### src/rtl/i2c_pkg.sv
// Shared definitions for the I2C command sequencer: master mode codes,
// command-word layout and the sequencer FSM encoding.
package i2c_pkg;

  localparam logic [2:0] I2C_WAIT           = 3'd0;
  localparam logic [2:0] I2C_SINGLE_WRITE   = 3'd1;
  localparam logic [2:0] I2C_CONT_WRITE     = 3'd2;
  localparam logic [2:0] I2C_WRITE_DIRECTLY = 3'd3;
  localparam logic [2:0] I2C_SINGLE_READ    = 3'd4;
  localparam logic [2:0] I2C_CONT_READ      = 3'd5;
  localparam logic [2:0] I2C_READ_DIRECTLY  = 3'd6;

  // Command word: {mode[2:0], dev_addr[6:0], reg_addr[7:0], wr_data[7:0]}
  localparam int CMD_W        = 26;
  localparam int CMD_DATA_LSB = 0;
  localparam int CMD_REG_LSB  = 8;
  localparam int CMD_DEV_LSB  = 16;
  localparam int CMD_MODE_LSB = 23;

  localparam logic [2:0] ST_IDLE  = 3'd0;
  localparam logic [2:0] ST_FETCH = 3'd1;
  localparam logic [2:0] ST_ISSUE = 3'd2;
  localparam logic [2:0] ST_WAIT  = 3'd3;
  localparam logic [2:0] ST_GAP   = 3'd4;
  localparam logic [2:0] ST_DONE  = 3'd5;
  localparam logic [2:0] ST_ERROR = 3'd6;

  function automatic logic mode_is_read(input logic [2:0] mode);
    return mode inside {I2C_SINGLE_READ, I2C_CONT_READ, I2C_READ_DIRECTLY};
  endfunction

  function automatic logic mode_is_cmd(input logic [2:0] mode);
    return (mode inside {I2C_SINGLE_WRITE, I2C_CONT_WRITE, I2C_WRITE_DIRECTLY}) ||
           mode_is_read(mode);
  endfunction

endpackage

### src/rtl/i2c_rd_buf.sv
// Read-data buffer: simple dual-port RAM, one write port from the sequencer
// and one registered read port for the application.
module i2c_rd_buf #(
  parameter int DEPTH = 8,
  localparam int AW = (DEPTH > 1) ? $clog2(DEPTH) : 1
) (
  input  logic          clk,
  input  logic          rst_n,
  input  logic          wr_en,
  input  logic [AW-1:0] wr_addr,
  input  logic [7:0]    wr_data,
  input  logic [AW-1:0] rd_addr,
  output logic [7:0]    rd_data
);

  logic [7:0] mem [DEPTH];
  logic [7:0] rd_data_d, rd_data_q;

  // NOTE: the storage array has no reset so it maps onto RAM; only the read register is reset.
  always_ff @(posedge clk) begin
    if (wr_en) mem[wr_addr] <= wr_data;
  end

  always_comb rd_data_d = mem[rd_addr];

  always_ff @(posedge clk or negedge rst_n) begin
    if (!rst_n) rd_data_q <= '0;
    else        rd_data_q <= rd_data_d;
  end

  assign rd_data = rd_data_q;

endmodule

### src/rtl/i2c_cmd_sequencer.sv
// Walks an external I2C command table, drives i2c_master_logic one command at a
// time, retries failed commands and collects read bytes into a local buffer.
module i2c_cmd_sequencer
  import i2c_pkg::*;
#(
  parameter int NUM_CMDS       = 16,
  parameter int RD_BUF_DEPTH   = 8,
  parameter int MAX_RETRY      = 3,
  parameter int TIMEOUT_CYCLES = 65535,
  parameter int RETRY_GAP      = 1200,
  localparam int IDX_W = (NUM_CMDS > 1) ? $clog2(NUM_CMDS) : 1,
  localparam int BUF_W = (RD_BUF_DEPTH > 1) ? $clog2(RD_BUF_DEPTH) : 1
) (
  input  logic             clk_12m,
  input  logic             rst_n,
  input  logic             run,
  output logic [IDX_W-1:0] cmd_idx,
  input  logic [CMD_W-1:0] cmd_word,
  output logic [7:0]       i2c_config,
  output logic [6:0]       i2c_dev_addr,
  output logic [7:0]       i2c_reg_addr,
  output logic [7:0]       i2c_reg_data,
  output logic             i2c_start,
  input  logic             i2c_done,
  input  logic             i2c_nack,
  input  logic [7:0]       i2c_read_data,
  output logic             busy,
  output logic             seq_done,
  output logic             seq_err,
  output logic [IDX_W-1:0] err_idx,
  output logic [BUF_W:0]   rd_count,
  input  logic [BUF_W-1:0] rd_addr,
  output logic [7:0]       rd_data
);

  localparam int TO_W     = (TIMEOUT_CYCLES > 1) ? $clog2(TIMEOUT_CYCLES) : 1;
  localparam int GAP_W    = (RETRY_GAP > 1) ? $clog2(RETRY_GAP + 1) : 1;
  localparam int RTY_W    = (MAX_RETRY > 0) ? $clog2(MAX_RETRY + 1) : 1;
  localparam int GAP_LAST = (RETRY_GAP > 0) ? RETRY_GAP - 1 : 0;

  localparam logic [IDX_W-1:0] LAST_IDX  = IDX_W'(NUM_CMDS - 1);
  localparam logic [BUF_W:0]   BUF_FULL  = (BUF_W + 1)'(RD_BUF_DEPTH);
  localparam logic [TO_W-1:0]  TO_LAST   = TO_W'(TIMEOUT_CYCLES - 1);
  localparam logic [GAP_W-1:0] GAP_END   = GAP_W'(GAP_LAST);
  localparam logic [RTY_W-1:0] RETRY_MAX = RTY_W'(MAX_RETRY);

  logic [2:0]       state_d,    state_q;
  logic [IDX_W-1:0] cmd_idx_d,  cmd_idx_q;
  logic [IDX_W-1:0] err_idx_d,  err_idx_q;
  logic [BUF_W:0]   rd_count_d, rd_count_q;
  logic [RTY_W-1:0] retry_d,    retry_q;
  logic [TO_W-1:0]  timeout_d,  timeout_q;
  logic [GAP_W-1:0] gap_d,      gap_q;
  logic [7:0]       config_d,   config_q;
  logic [6:0]       dev_d,      dev_q;
  logic [7:0]       reg_d,      reg_q;
  logic [7:0]       data_d,     data_q;
  logic             buf_wr_en;

  logic [2:0] cmd_mode;
  assign cmd_mode = cmd_word[CMD_MODE_LSB +: 3];

  always_comb begin
    // NOTE: every signal gets a default here so no path leaves it unassigned and infers a latch.
    state_d    = state_q;
    cmd_idx_d  = cmd_idx_q;
    err_idx_d  = err_idx_q;
    rd_count_d = rd_count_q;
    retry_d    = retry_q;
    timeout_d  = timeout_q;
    gap_d      = gap_q;
    config_d   = config_q;
    dev_d      = dev_q;
    reg_d      = reg_q;
    data_d     = data_q;
    buf_wr_en  = 1'b0;

    case (state_q)
      ST_IDLE, ST_DONE, ST_ERROR: begin
        if (run) begin
          cmd_idx_d  = '0;
          rd_count_d = '0;
          retry_d    = '0;
          err_idx_d  = '0;
          state_d    = ST_FETCH;
        end
      end

      ST_FETCH: begin
        config_d = {5'b0, cmd_mode};
        dev_d    = cmd_word[CMD_DEV_LSB +: 7];
        reg_d    = cmd_word[CMD_REG_LSB +: 8];
        data_d   = cmd_word[CMD_DATA_LSB +: 8];
        if (cmd_mode == I2C_WAIT) begin
          state_d = ST_DONE;
        end else if (!mode_is_cmd(cmd_mode)) begin
          err_idx_d = cmd_idx_q;
          state_d   = ST_ERROR;
        end else begin
          state_d = ST_ISSUE;
        end
      end

      ST_ISSUE: begin
        timeout_d = '0;
        state_d   = ST_WAIT;
      end

      ST_WAIT: begin
        timeout_d = timeout_q + 1'b1;
        // A done on the expiry cycle wins over the timeout.
        if (i2c_done && !i2c_nack) begin
          if (mode_is_read(config_q[2:0]) && (rd_count_q < BUF_FULL)) begin
            buf_wr_en  = 1'b1;
            rd_count_d = rd_count_q + 1'b1;
          end
          retry_d = '0;
          if (cmd_idx_q == LAST_IDX) begin
            state_d = ST_DONE;
          end else begin
            cmd_idx_d = cmd_idx_q + 1'b1;
            state_d   = ST_FETCH;
          end
        end else if (i2c_done || (timeout_q == TO_LAST)) begin
          if (retry_q < RETRY_MAX) begin
            retry_d = retry_q + 1'b1;
            gap_d   = '0;
            state_d = ST_GAP;
          end else begin
            err_idx_d = cmd_idx_q;
            state_d   = ST_ERROR;
          end
        end
      end

      ST_GAP: begin
        if (gap_q >= GAP_END) state_d = ST_ISSUE;
        else                  gap_d   = gap_q + 1'b1;
      end

      default: state_d = ST_IDLE;
    endcase
  end

  // NOTE: sequential state uses non-blocking assignments so every flop samples pre-edge values.
  always_ff @(posedge clk_12m or negedge rst_n) begin
    if (!rst_n) begin
      state_q    <= ST_IDLE;
      cmd_idx_q  <= '0;
      err_idx_q  <= '0;
      rd_count_q <= '0;
      retry_q    <= '0;
      timeout_q  <= '0;
      gap_q      <= '0;
      config_q   <= '0;
      dev_q      <= '0;
      reg_q      <= '0;
      data_q     <= '0;
    end else begin
      state_q    <= state_d;
      cmd_idx_q  <= cmd_idx_d;
      err_idx_q  <= err_idx_d;
      rd_count_q <= rd_count_d;
      retry_q    <= retry_d;
      timeout_q  <= timeout_d;
      gap_q      <= gap_d;
      config_q   <= config_d;
      dev_q      <= dev_d;
      reg_q      <= reg_d;
      data_q     <= data_d;
    end
  end

  i2c_rd_buf #(
    .DEPTH (RD_BUF_DEPTH)
  ) u_rd_buf (
    .clk     (clk_12m),
    .rst_n   (rst_n),
    .wr_en   (buf_wr_en),
    .wr_addr (rd_count_q[BUF_W-1:0]),
    .wr_data (i2c_read_data),
    .rd_addr (rd_addr),
    .rd_data (rd_data)
  );

  assign cmd_idx      = cmd_idx_q;
  assign err_idx      = err_idx_q;
  assign rd_count     = rd_count_q;
  assign i2c_config   = config_q;
  assign i2c_dev_addr = dev_q;
  assign i2c_reg_addr = reg_q;
  assign i2c_reg_data = data_q;
  assign i2c_start    = (state_q == ST_ISSUE);
  assign busy         = !(state_q inside {ST_IDLE, ST_DONE, ST_ERROR});
  assign seq_done     = (state_q == ST_DONE);
  assign seq_err      = (state_q == ST_ERROR);

endmodule

### config.mk
export PLATFORM = sky130hd
export DESIGN_NAME = i2c_cmd_sequencer
export DESIGN_NICKNAME = d
export VERILOG_FILES = /design/src/rtl/i2c_pkg.sv /design/src/rtl/i2c_rd_buf.sv /design/src/rtl/i2c_cmd_sequencer.sv
export SDC_FILE = /design/constraint.sdc
export NUM_CORES = 1
export LEC_CHECK = 0
export ABC_AREA = 1
export BUFFER_PORTS_ARGS = -buffer_cell sky130_fd_sc_hd__buf_2
export CORE_ASPECT_RATIO = 1.25
export CORE_MARGIN = 8
export CORE_UTILIZATION = 40
export CTS_CLUSTER_SIZE = 24
export DETAILED_ROUTE_END_ITERATION = 6
export GPL_TIMING_DRIVEN = 0
export PLACE_DENSITY = 0.65
export SETUP_SLACK_MARGIN = 0.3
export SLEW_MARGIN = 20
export SYNTH_ARGS = -nofsm -noshare
export SYNTH_HDL_FRONTEND = slang
export SYNTH_SLANG_ARGS = --single-unit
### constraint.sdc
create_clock -name clk_12m -period 2.71 [get_ports clk_12m]
set_clock_uncertainty 0.15 [all_clocks]
set_input_delay 0.542 -clock clk_12m [delete_from_list [all_inputs] [get_ports clk_12m]]
set_output_delay 0.542 -clock clk_12m [all_outputs]
set_load 0.05 [all_outputs]
==> results of run 1 <==
## where the power goes
group	switching (mW)	internal [mW]	total, mW	leakage, nW
Sequential	0.195	2.54	2.73	1.59
Clock	0.920	1.48	2.40	0.300
Combinational	1.92	0.571	2.50	1.71
## synth_stat cells
cell type	number	area share, %
o21ai_1	1	0.078
o21bai_1	2	0.23
nor3_2	1	0.16
buf_2	7	0.55
nor3_1	11	0.86
inv_2	3	0.18
conb_1	1	0.059
xor2_1	4	0.55
a21oi_1	10	0.78
inv_1	43	2.5
nor2_1	103	6.0
o21a_1	1	0.12
o22ai_1	10	0.98
nor3b_1	1	0.12
a31oi_1	10	0.98
mux2i_1	1	0.16
nand2_1	208	12
nand3_1	45	3.5
buf_4	6	0.70
nand2_2	3	0.29
or2_2	4	0.39
nand4_1	4	0.39
o21ai_0	55	4.3
or2_4	1	0.14
nand3b_1	5	0.59
edfxtp_1	64	30
a31o_2	1	0.14
dfrtp_1	78	31
clkbuf_1	14	0.82
ha_1	6	1.2
a21oi_2	1	0.14
nor2_2	2	0.20
## layout make-up
type / count / area [µm²] / area share, %
Multi-Input combinational cell: 495 / 2320 / 29.0
Inverter: 46 / 173 / 2.16
Tap cell: 212 / 265 / 3.32
Clock buffer: 19 / 443 / 5.54
Buffer: 27 / 136 / 1.71
Timing Repair Buffer: 104 / 623 / 7.79
Sequential cell: 142 / 3880 / 48.5
Clock inverter: 13 / 160 / 2.00
## critical path, cell delays in order, from the launching register on
cell and delay, ps:
dfrtp_2 460, inv_1 100, nand2_2 100, nor2_2 130, buf_6 160, nand2_2 80, nor2_4 140, inv_2 60
or2_4 290, nor3_4 190, buf_4 190
## how the worst max path moves through the flow
stage / to / slack, ps / depth (start not counted)
2_1_floorplan: u_rd_buf.mem[0][0] / 260 / 9
3_3_place_gp: u_rd_buf.mem[4][0] / -500 / 8
3_5_place_dp: u_rd_buf.mem[0][6] / -40 / 8
4_1_cts: u_rd_buf.mem[1][6] / 130 / 8
5_1_grt: busy / 290 / 5
6_report: u_rd_buf.mem[0][2] / 360 / 10
## registers in the layout (all words and copies together), names as in the netlist
name	flops
state_q	3
gap_q	11
err_idx	4
i2c_config	3
timeout_q	16
u_rd_buf.mem	64
i2c_reg_data	8
cmd_idx	4
rd_count	4
i2c_reg_addr	8
u_rd_buf.rd_data	8
i2c_dev_addr	7
retry_q	2
## what timing repair did
| item | 4_1_cts | 5_1_grt |
|---|---|---|
| endpoints found under the setup margin | 66 | 58 |
| buffers inserted | 7 | 4 |
| pin swaps | 4 | 3 |
| gates resized for setup | 6 | 9 |
| hold buffers | 1 | 0 |
| hold endpoints to repair | 38 | 0 |
## layer usage
layer  vias up  track usage, %
met5         -               0
met4         0            6.45
met3        24            5.38
met2       154            27.0
met1      2454            19.1
li1       2581               -
## stage by stage
| stage | std cells | hold slack, ps |
|---|---|---|
| 6_report | 1058 | 164 |
| 5_1_grt | 1058 | 160 |
| 4_1_cts | 1054 | 146 |
| 3_5_place_dp | 1014 | 303 |
| 3_3_place_gp | 1013 | 300 |
| 2_1_floorplan | 710 | 96.4 |
## cells by family (layout without fill, tap and decap cells)
family | Yosys count | in the layout
simple gates | 388 | 388
flops | 142 | 142
compound gates | 91 | 91
buf+inv | 73 | 209
fa+ha+maj | 6 | 6
xor+xnor | 4 | 4
other cells | 1 | 5
mux | 1 | 1
==> metrics.csv, run 1 <==
stage,metric,value,unit
logic_synthesis,post-synth cell types,32,
worst_hold_path,HP Start,cmd_word[6],
power_and_ir_drop,Final Power,7.63,mW
route,DRC,0,
final_layout,ant diodes,0,
logic_synthesis,Synth Area in XOR/XNOR,0.548,%
placement,Place WS,-44.8,ps
sta,Worst-Margin Slew,670,ps
logic_synthesis,post-synthesis mux area share,0.157,%
logic_synthesis,Synth Cell Area,0.00639,mm²
logic_synthesis,Compound-Gate Fraction of Synth Area,7.75,%
clock_tree,clk slew on worst S/H paths,60,ps
placement,Detail Placement HPWL,10.6,mm
clock_tree,CTS buffer count,17,
grt,initial antenna violation count,0,
logic_synthesis,Synth Register Bits,142,
logic_synthesis,synth warn,0,
clock_tree,CTS tree,yes,
sta,# setup viols final,0,
final_layout,Fill cells,1455,
clock_tree,clock root buffer,clkbuf_16,
floorplanning,die area,0.0203,mm²
worst_setup_path,worst-case reg-to-reg path depth,10,
sta,Hold Fails Final Rpt,0,
grt,total track usage,16.3,%
worst_hold_path,Hold Path Class,in -> reg,
logic_synthesis,Post-Syn Instances,706,
route,routed length on met1,6.66,mm
clock_tree,CTS Buffer Depth,2,
worst_setup_path,Worst Path Arrival,2330,ps
route,Starting DRT DRC Count,340,
route,metal3 WL,1.03,mm
route,vias per std cell,4.93,
worst_hold_path,hold depth,3,
final_layout,fraction of layout cells with a size suffix above 1,20.6,%
sta,fin. max-slew vios,0,
final_layout,Post-Layout Inst Area,0.00800,mm²
floorplanning,die width,129,µm
placement,placed cell areas,0.00718,mm²
power_and_ir_drop,leakage power,3.60,nW
final_layout,Syn-to-layout area delta,25.1,%
worst_setup_path,required time of the worst setup path,2690,ps
route,wire length per cell,15.0,µm
grt,vias in the first global route,5129,
worst_hold_path,Worst Hold Endpoint,i2c_reg_data[6],
placement,# port buffers,91,
sta,final setup margin,364,ps
final_layout,"commonest non-fill, non-tap cell in the layout",nand2_1,
route,Via Count,5213,
worst_setup_path,FF-to-FF setup slack,360,ps
sta,Setup TNS Final,0,ps
sta,crit path time final,2350,ps
route,remaining antenna violation count after routing,0,
sta,relative slew slack,55.3,%
floorplanning,core footprint,0.0156,mm²
worst_setup_path,R2R Path Start,state_q[2],
worst_setup_path,Crit Path Class,reg -> reg,
power_and_ir_drop,maximum vdd drop,0.729,mV
grt,largest net degree at the start of global routing,41,
route,WL met2,7.80,mm
floorplanning,Die H,157,µm
floorplanning,row cnt,51,
sta,fin crit share,86.6,%
route,routed wire length,15.8,mm
logic_synthesis,Adder-Cell Fraction of Synth Area,1.17,%
worst_setup_path,Setup crit start,state_q[2],
logic_synthesis,Post-Synth Simple-Gate Area,24.9,%
worst_setup_path,crit end category,flip-flop,
sta,RSZ-0062 raised after global routing,true,
logic_synthesis,syn avg cell area,9.05,µm²
route,drt pass-1 iters,4,
clock_tree,clock tree sinks,142,
worst_setup_path,terminus of the critical flop-to-flop path,u_rd_buf.mem[0][2],
placement,placer congestion estimate,0.852,
worst_setup_path,critical path launch point type,flip-flop,
clock_tree,Clock Latency Late Sink,420,ps
clock_tree,H-tree level count,4,
worst_setup_path,crit path max fanout,10,
grt,first-pass GRT wire length,25.7,mm
route,highest metal used,met4,
run,Max Cap Viol,0,
final_layout,most frequent cells in the layout,"nand2_1, nor2_1, buf_2",
final_layout,"Core Util, Final",51.1,%
logic_synthesis,"Seq/Total Area, Yosys",60.6,%
floorplanning,top-level port count,97,
sta,Max Clock Freq,0.426,GHz
logic_synthesis,largest family of logic cells by synthesized area,simple AND/OR/NAND/NOR gates,
final_layout,Final #Nets,881,
power_and_ir_drop,Pwr Density,954,mW/mm²
status,outcome,completed,
floorplanning,Starting Density,40.9,%
grt,total gr overflow,0,
No activity file was read; power rests on OpenSTA's default activity.
==> inputs of run 2 (changes only) <==
--- a/config.mk
+++ b/config.mk
@@ -8,11 +8,12 @@
 export ABC_AREA = 1
 export BUFFER_PORTS_ARGS = -buffer_cell sky130_fd_sc_hd__buf_2
+export CELL_PAD_IN_SITES_DETAIL_PLACEMENT = 1
+export CELL_PAD_IN_SITES_GLOBAL_PLACEMENT = 1
 export CORE_ASPECT_RATIO = 1.25
-export CORE_MARGIN = 8
 export CORE_UTILIZATION = 40
 export CTS_CLUSTER_SIZE = 24
 export DETAILED_ROUTE_END_ITERATION = 6
 export GPL_TIMING_DRIVEN = 0
-export PLACE_DENSITY = 0.65
+export PLACE_DENSITY = 0.81
 export SETUP_SLACK_MARGIN = 0.3
 export SLEW_MARGIN = 20
--- a/constraint.sdc
+++ b/constraint.sdc
@@ -3,3 +3,3 @@
 set_input_delay 0.542 -clock clk_12m [delete_from_list [all_inputs] [get_ports clk_12m]]
 set_output_delay 0.542 -clock clk_12m [all_outputs]
-set_load 0.05 [all_outputs]
+set_load 0.1 [all_outputs]
==> run 2 against run 1 <==
  * Die area fell by 19%
  * Critical path depth did not move
  * Global-route usage rose by 7.4 points
  * Sequential share of layout area fell by 0.075 points
  * Sequential power barely moved
  * Routed wire length rose by 16%
  * Non-clock buffer count fell by 1
  * Power rose by 13%
  * Register-to-register slack got worse by 30 ps
  * Hold slack barely moved
  * Flip-flop and latch count did not move
==> metrics.csv, run 2 (synthesized netlist as in run 1, its figures left out) <==
stage,metric,value,unit
status,outcome,completed,
placement,# port buffers,91,
sta,Worst-Margin Slew,690,ps
clock_tree,Clock Latency Late Sink,430,ps
worst_setup_path,"critical path, cell by cell","inv_1, nand2_2, nor2_2, buf_6, nand2_2, nor2_4, inv_2, or2_4, nor3_4, buf_12",
sta,fin. max-slew vios,0,
power_and_ir_drop,maximum vdd drop,0.727,mV
route,DRC,0,
floorplanning,top-level port count,97,
sta,Hold Fails Final Rpt,0,
route,vias per std cell,5.16,
power_and_ir_drop,Pwr Density,1080,mW/mm²
worst_setup_path,Worst path slowest cell,dfrtp_2,
placement,Place WS,-433,ps
clock_tree,CTS Buffer Depth,2,
power_and_ir_drop,Logic pwr share,41.2,%
worst_setup_path,Worst Path Arrival,2370,ps
final_layout,most frequent cells in the layout,"nand2_1, nor2_1, buf_2",
worst_setup_path,"slowest stage delay, CP",460,ps
final_layout,"commonest non-fill, non-tap cell in the layout",nand2_1,
route,remaining antenna violation count after routing,0,
clock_tree,H-tree level count,4,
placement,placed cell areas,0.00720,mm²
floorplanning,die area,0.0165,mm²
grt,initial antenna violation count,0,
worst_setup_path,crit path max fanout,10,
final_layout,biggest regs,"u_rd_buf.mem: 64 flops, timeout_q: 16 flops, gap_q: 11 flops",
final_layout,final std cells w/o fill,1057,
final_layout,"Core Util, Final",51.5,%
sta,Max Clock Freq,0.421,GHz
grt,first-pass GRT wire length,29.2,mm
power_and_ir_drop,leakage power,3.58,nW
grt,total gr overflow,0,
floorplanning,core footprint,0.0156,mm²
worst_setup_path,CP dominant cell by count,nand2_2,
power_and_ir_drop,Switch Pwr,4.12,mW
sta,# setup viols final,0,
clock_tree,clock root buffer,clkbuf_16,
floorplanning,Starting Density,41.0,%
grt,total track usage,23.7,%
route,Via Count,5451,
route,drt pass-1 iters,5,
final_layout,Syn-to-layout area delta,25.4,%
worst_setup_path,required time of the worst setup path,2700,ps
power_and_ir_drop,Clk network pwr share,27.0,%
floorplanning,Die H,143,µm
floorplanning,row cnt,51,
final_layout,Final #Nets,880,
worst_setup_path,crit end category,flip-flop,
clock_tree,clock tree sinks,142,
route,routed wire length,18.4,mm
power_and_ir_drop,Flop pwr share,31.8,%
placement,Detail Placement HPWL,12.9,mm
sta,crit path time final,2380,ps
sta,final setup margin,334,ps
power_and_ir_drop,P_int,4.51,mW
worst_setup_path,critical path launch point type,flip-flop,
route,wire length per cell,17.4,µm
power_and_ir_drop,switching share of power,47.7,%
placement,placer congestion estimate,0.798,
sta,RSZ-0062 raised after global routing,true,
worst_setup_path,Crit Path Class,reg -> reg,
worst_hold_path,Hold Path Class,in -> reg,
run,Max Cap Viol,0,
grt,vias in the first global route,5861,
final_layout,storage element area,0.00388,mm²
final_layout,Post-Layout Inst Area,0.00801,mm²
final_layout,Fill cells,1857,
clock_tree,CTS tree,yes,
final_layout,ant diodes,0,
final_layout,fraction of layout cells with a size suffix above 1,20.8,%
sta,relative slew slack,54.0,%
final_layout,footprint of the multi-input gates,0.00232,mm²
grt,largest net degree at the start of global routing,54,
clock_tree,CTS buffer count,17,
final_layout,Largest Register,u_rd_buf.mem,
clock_tree,clk slew on worst S/H paths,60,ps
sta,fin crit share,87.7,%
placement,placed cell count,1014,
floorplanning,die width,115,µm
final_layout,max FFs per register,64,
route,Starting DRT DRC Count,250,
## run 2: area by class of cell
type	count	area share [%]
buffer	27	1.70
clock buffer	18	5.36
clock inverter	14	1.98
inverter	46	2.15
multi-input combinational	495	28.9
sequential	142	48.4
tap	212	3.31
timing repair buffer	103	8.15
## run 2: through the flow
step / total power, mW / setup TNS [ps] / hold WS (ps)
floorplan: 5.50 / 0 / 96.4
CTS: 8.67 / 0 / 159
detailed placement: 6.27 / -3990 / 304
finish: 8.63 / 0 / 164
global placement: 6.15 / -11500 / 302
global route: 9.01 / 0 / 166
## run 2: worst paths after layout
check                                startpoint                  end  slack (ps)  cells past startpoint
worst max-delay path                 state_q[2]   u_rd_buf.mem[4][2]         330                     10
min in group asynchronous                 rst_n  u_rd_buf.rd_data[1]         430                      2
worst min register to register  i2c_reg_data[1]      i2c_reg_data[1]         320                      2
max in group asynchronous                 rst_n           state_q[2]        1330                      3
worst max register to register       state_q[2]   u_rd_buf.mem[4][2]         330                     10
worst min-delay path               cmd_word[17]      i2c_dev_addr[1]         160                      3
## run 2: worst max-delay path: cells and delay by family (launching register included)
kind / cells / cell delay, ps
buf+inv: 4 / 490
flops: 1 / 460
simple gates: 6 / 980
## run 2: per-layer routing
layer	global-route usage (%)	vias to the layer above	routed length, µm
met5	0	-	0
met4	10.5	0	544
li1	-	2584	-
met2	43.7	136	10000
met3	5.02	41	794
met1	25.9	2690	7010
## run 2: repair_timing
item                                    CTS  global route
hold buffers                              1             0
endpoints found under the setup margin   66            57
pin swaps                                 5             5
setup buffers                             9             1
endpoints found under the hold margin    25             0
gates resized for setup                  16             4
## run 2: power by group through the flow
stage	logic, mW	clock network (mW)	registers, mW
5_1_grt	3.79	2.44	2.78
3_3_place_gp	3.39	0	2.76
6_report	3.56	2.33	2.74
3_5_place_dp	3.49	0	2.78
4_1_cts	3.56	2.36	2.75
2_1_floorplan	1.16	0	4.34
==> inputs of run 3 (changes only) <==
Settings changed: CORE_UTILIZATION 40 to 35, PLACE_DENSITY 0.81 to 0.73.
==> run 3 against run 2 <==
  * Maximum frequency is 1.6% higher
  * Via count is 2.4% lower
  * Utilization is 6.0 points lower
  * Critical endpoint is now rd_count[1]
  * Largest cell class unchanged
==> metrics.csv, run 3 (synthesized netlist as in run 1, its figures left out) <==
stage,metric,value,unit
worst_setup_path,"critical path, cell by cell",buf_2,
final_layout,"commonest non-fill, non-tap cell in the layout",nand2_1,
worst_setup_path,"slowest stage delay, CP",670,ps
placement,placed cell areas,0.00722,mm²
power_and_ir_drop,maximum vdd drop,0.771,mV
route,routed wire length,17.3,mm
power_and_ir_drop,Pwr Density,1070,mW/mm²
sta,RSZ-0062 raised after global routing,false,
worst_setup_path,FF-to-FF setup slack,470,ps
sta,Hold Fails Final Rpt,0,
placement,placed cell count,1026,
final_layout,final std cells w/o fill,1069,
route,DRC,0,
final_layout,most frequent cells in the layout,"nand2_1, nor2_1, buf_2",
final_layout,max FFs per register,64,
route,Via Count,5321,
worst_setup_path,WP buf/inv,1,
floorplanning,Starting Density,36.2,%
power_and_ir_drop,leakage power,3.57,nW
clock_tree,CTS buffer count,17,
worst_hold_path,hold depth,3,
grt,first-pass GRT wire length,28.3,mm
grt,initial antenna violation count,0,
floorplanning,core footprint,0.0176,mm²
final_layout,Syn-to-layout area delta,25.4,%
final_layout,Final #Nets,880,
worst_setup_path,CP top delay family,flip-flops,
placement,# port buffers,91,
final_layout,"Core Util, Final",45.5,%
worst_setup_path,worst-case reg-to-reg path depth,9,
clock_tree,clock tree sinks,142,
sta,fin. max-slew vios,0,
clock_tree,clk slew on worst S/H paths,60,ps
placement,placer congestion estimate,0.777,
worst_setup_path,R2R Path Start,state_q[0],
run,Max Cap Viol,0,
final_layout,fraction of layout cells with a size suffix above 1,20.6,%
route,vias per std cell,4.98,
clock_tree,CTS Buffer Depth,2,
worst_setup_path,Crit Path Class,reg -> out,
status,outcome,completed,
worst_hold_path,Hold Path Class,in -> reg,
final_layout,Post-Layout Inst Area,0.00802,mm²
worst_setup_path,terminus of the critical flop-to-flop path,u_rd_buf.mem[4][3],
final_layout,ant diodes,0,
route,drt pass-1 iters,4,
sta,crit path time final,2340,ps
sta,fin crit share,86.3,%
worst_setup_path,Worst path slowest cell,dfrtp_1,
floorplanning,die width,123,µm
worst_setup_path,required time of the worst setup path,2020,ps
power_and_ir_drop,Final Power,8.55,mW
worst_setup_path,Worst Path Arrival,1650,ps
floorplanning,Die H,153,µm
worst_hold_path,Worst Hold Endpoint,i2c_reg_addr[4],
grt,total gr overflow,0,
final_layout,biggest regs,"u_rd_buf.mem: 64 flops, timeout_q: 16 flops, gap_q: 11 flops",
sta,Setup TNS Final,0,ps
clock_tree,CTS tree,yes,
grt,largest net degree at the start of global routing,50,
route,remaining antenna violation count after routing,0,
floorplanning,top-level port count,97,
route,wire length per cell,16.2,µm
floorplanning,row cnt,54,
clock_tree,clock root buffer,clkbuf_16,
final_layout,Fill cells,2076,
clock_tree,Clock Latency Late Sink,430,ps
sta,Worst-Margin Slew,660,ps
placement,Detail Placement HPWL,12.2,mm
clock_tree,H-tree level count,4,
route,Starting DRT DRC Count,372,
sta,Max Clock Freq,0.428,GHz
floorplanning,die area,0.0188,mm²
sta,relative slew slack,56.0,%
worst_setup_path,crit path max fanout,9,
worst_hold_path,HP Start,cmd_word[12],
sta,# setup viols final,0,
grt,total track usage,19.7,%
worst_setup_path,crit end category,output pin,
worst_setup_path,critical path launch point type,flip-flop,
grt,vias in the first global route,5580,
final_layout,Largest Register,u_rd_buf.mem,
[run 3: routing by layer]
metal	part of all wire [%]	up-vias	track usage, %	wire [µm]
met5	0	-	0	0
met4	1.8	0	6.45	303
met3	4.5	25	4.55	770
met2	53	130	35.6	9140
met1	41	2593	22.6	7070
li1	-	2573	-	-
[run 3: area by class of cell]
type	instances	area (µm²)	share of cell area, %
flip-flops and latches	142	3880	48.4
clock inverters	11	133	1.65
inverters	46	173	2.15
repair buffers	103	648	8.09
plain buffers	27	136	1.70
multi-input cells	495	2320	29.0
clock buffers	21	440	5.49
well taps	224	280	3.50
[run 3: worst max-delay path by stage]
stage | to | cells past startpoint | from | slack [ps]
3_5_place_dp | u_rd_buf.mem[2][3] | 8 | i2c_done | -40
2_1_floorplan | u_rd_buf.mem[4][0] | 6 | i2c_config[0] | 100
4_1_cts | u_rd_buf.mem[2][3] | 9 | state_q[0] | 300
3_3_place_gp | u_rd_buf.mem[2][4] | 8 | i2c_done | -430
5_1_grt | rd_count[1] | 1 | rd_count[1] | 320
6_report | rd_count[1] | 1 | rd_count[1] | 370
[run 3: power by group]
group	switching (mW)	internal, mW	total, mW
clock network	0.927	1.37	2.29
logic	2.93	0.598	3.53
registers	0.193	2.54	2.73
total	4.05	4.50	8.55
[run 3: through the flow]
stage	hold slack, ps	setup WS [ps]
after floorplan	96.4	95.6
after global placement	300	-427
after detailed placement	308	-36.2
after CTS	148	303
after global routing	159	323
final	163	371
[run 3: tightest hold or removal path, cell delays in order]
cell and delay, ps:
buf_2 70, nand2_1 40, nand2_1 50
[run 3: repair_timing]
item                                   4_1_cts  5_1_grt
hold buffers                                 1        0
pin swaps                                    7        0
resized for setup                           12        8
endpoints found under the hold margin       29        0
cloned                                       0        0
setup buffers                                9        1
setup endpoints to repair                   66       66
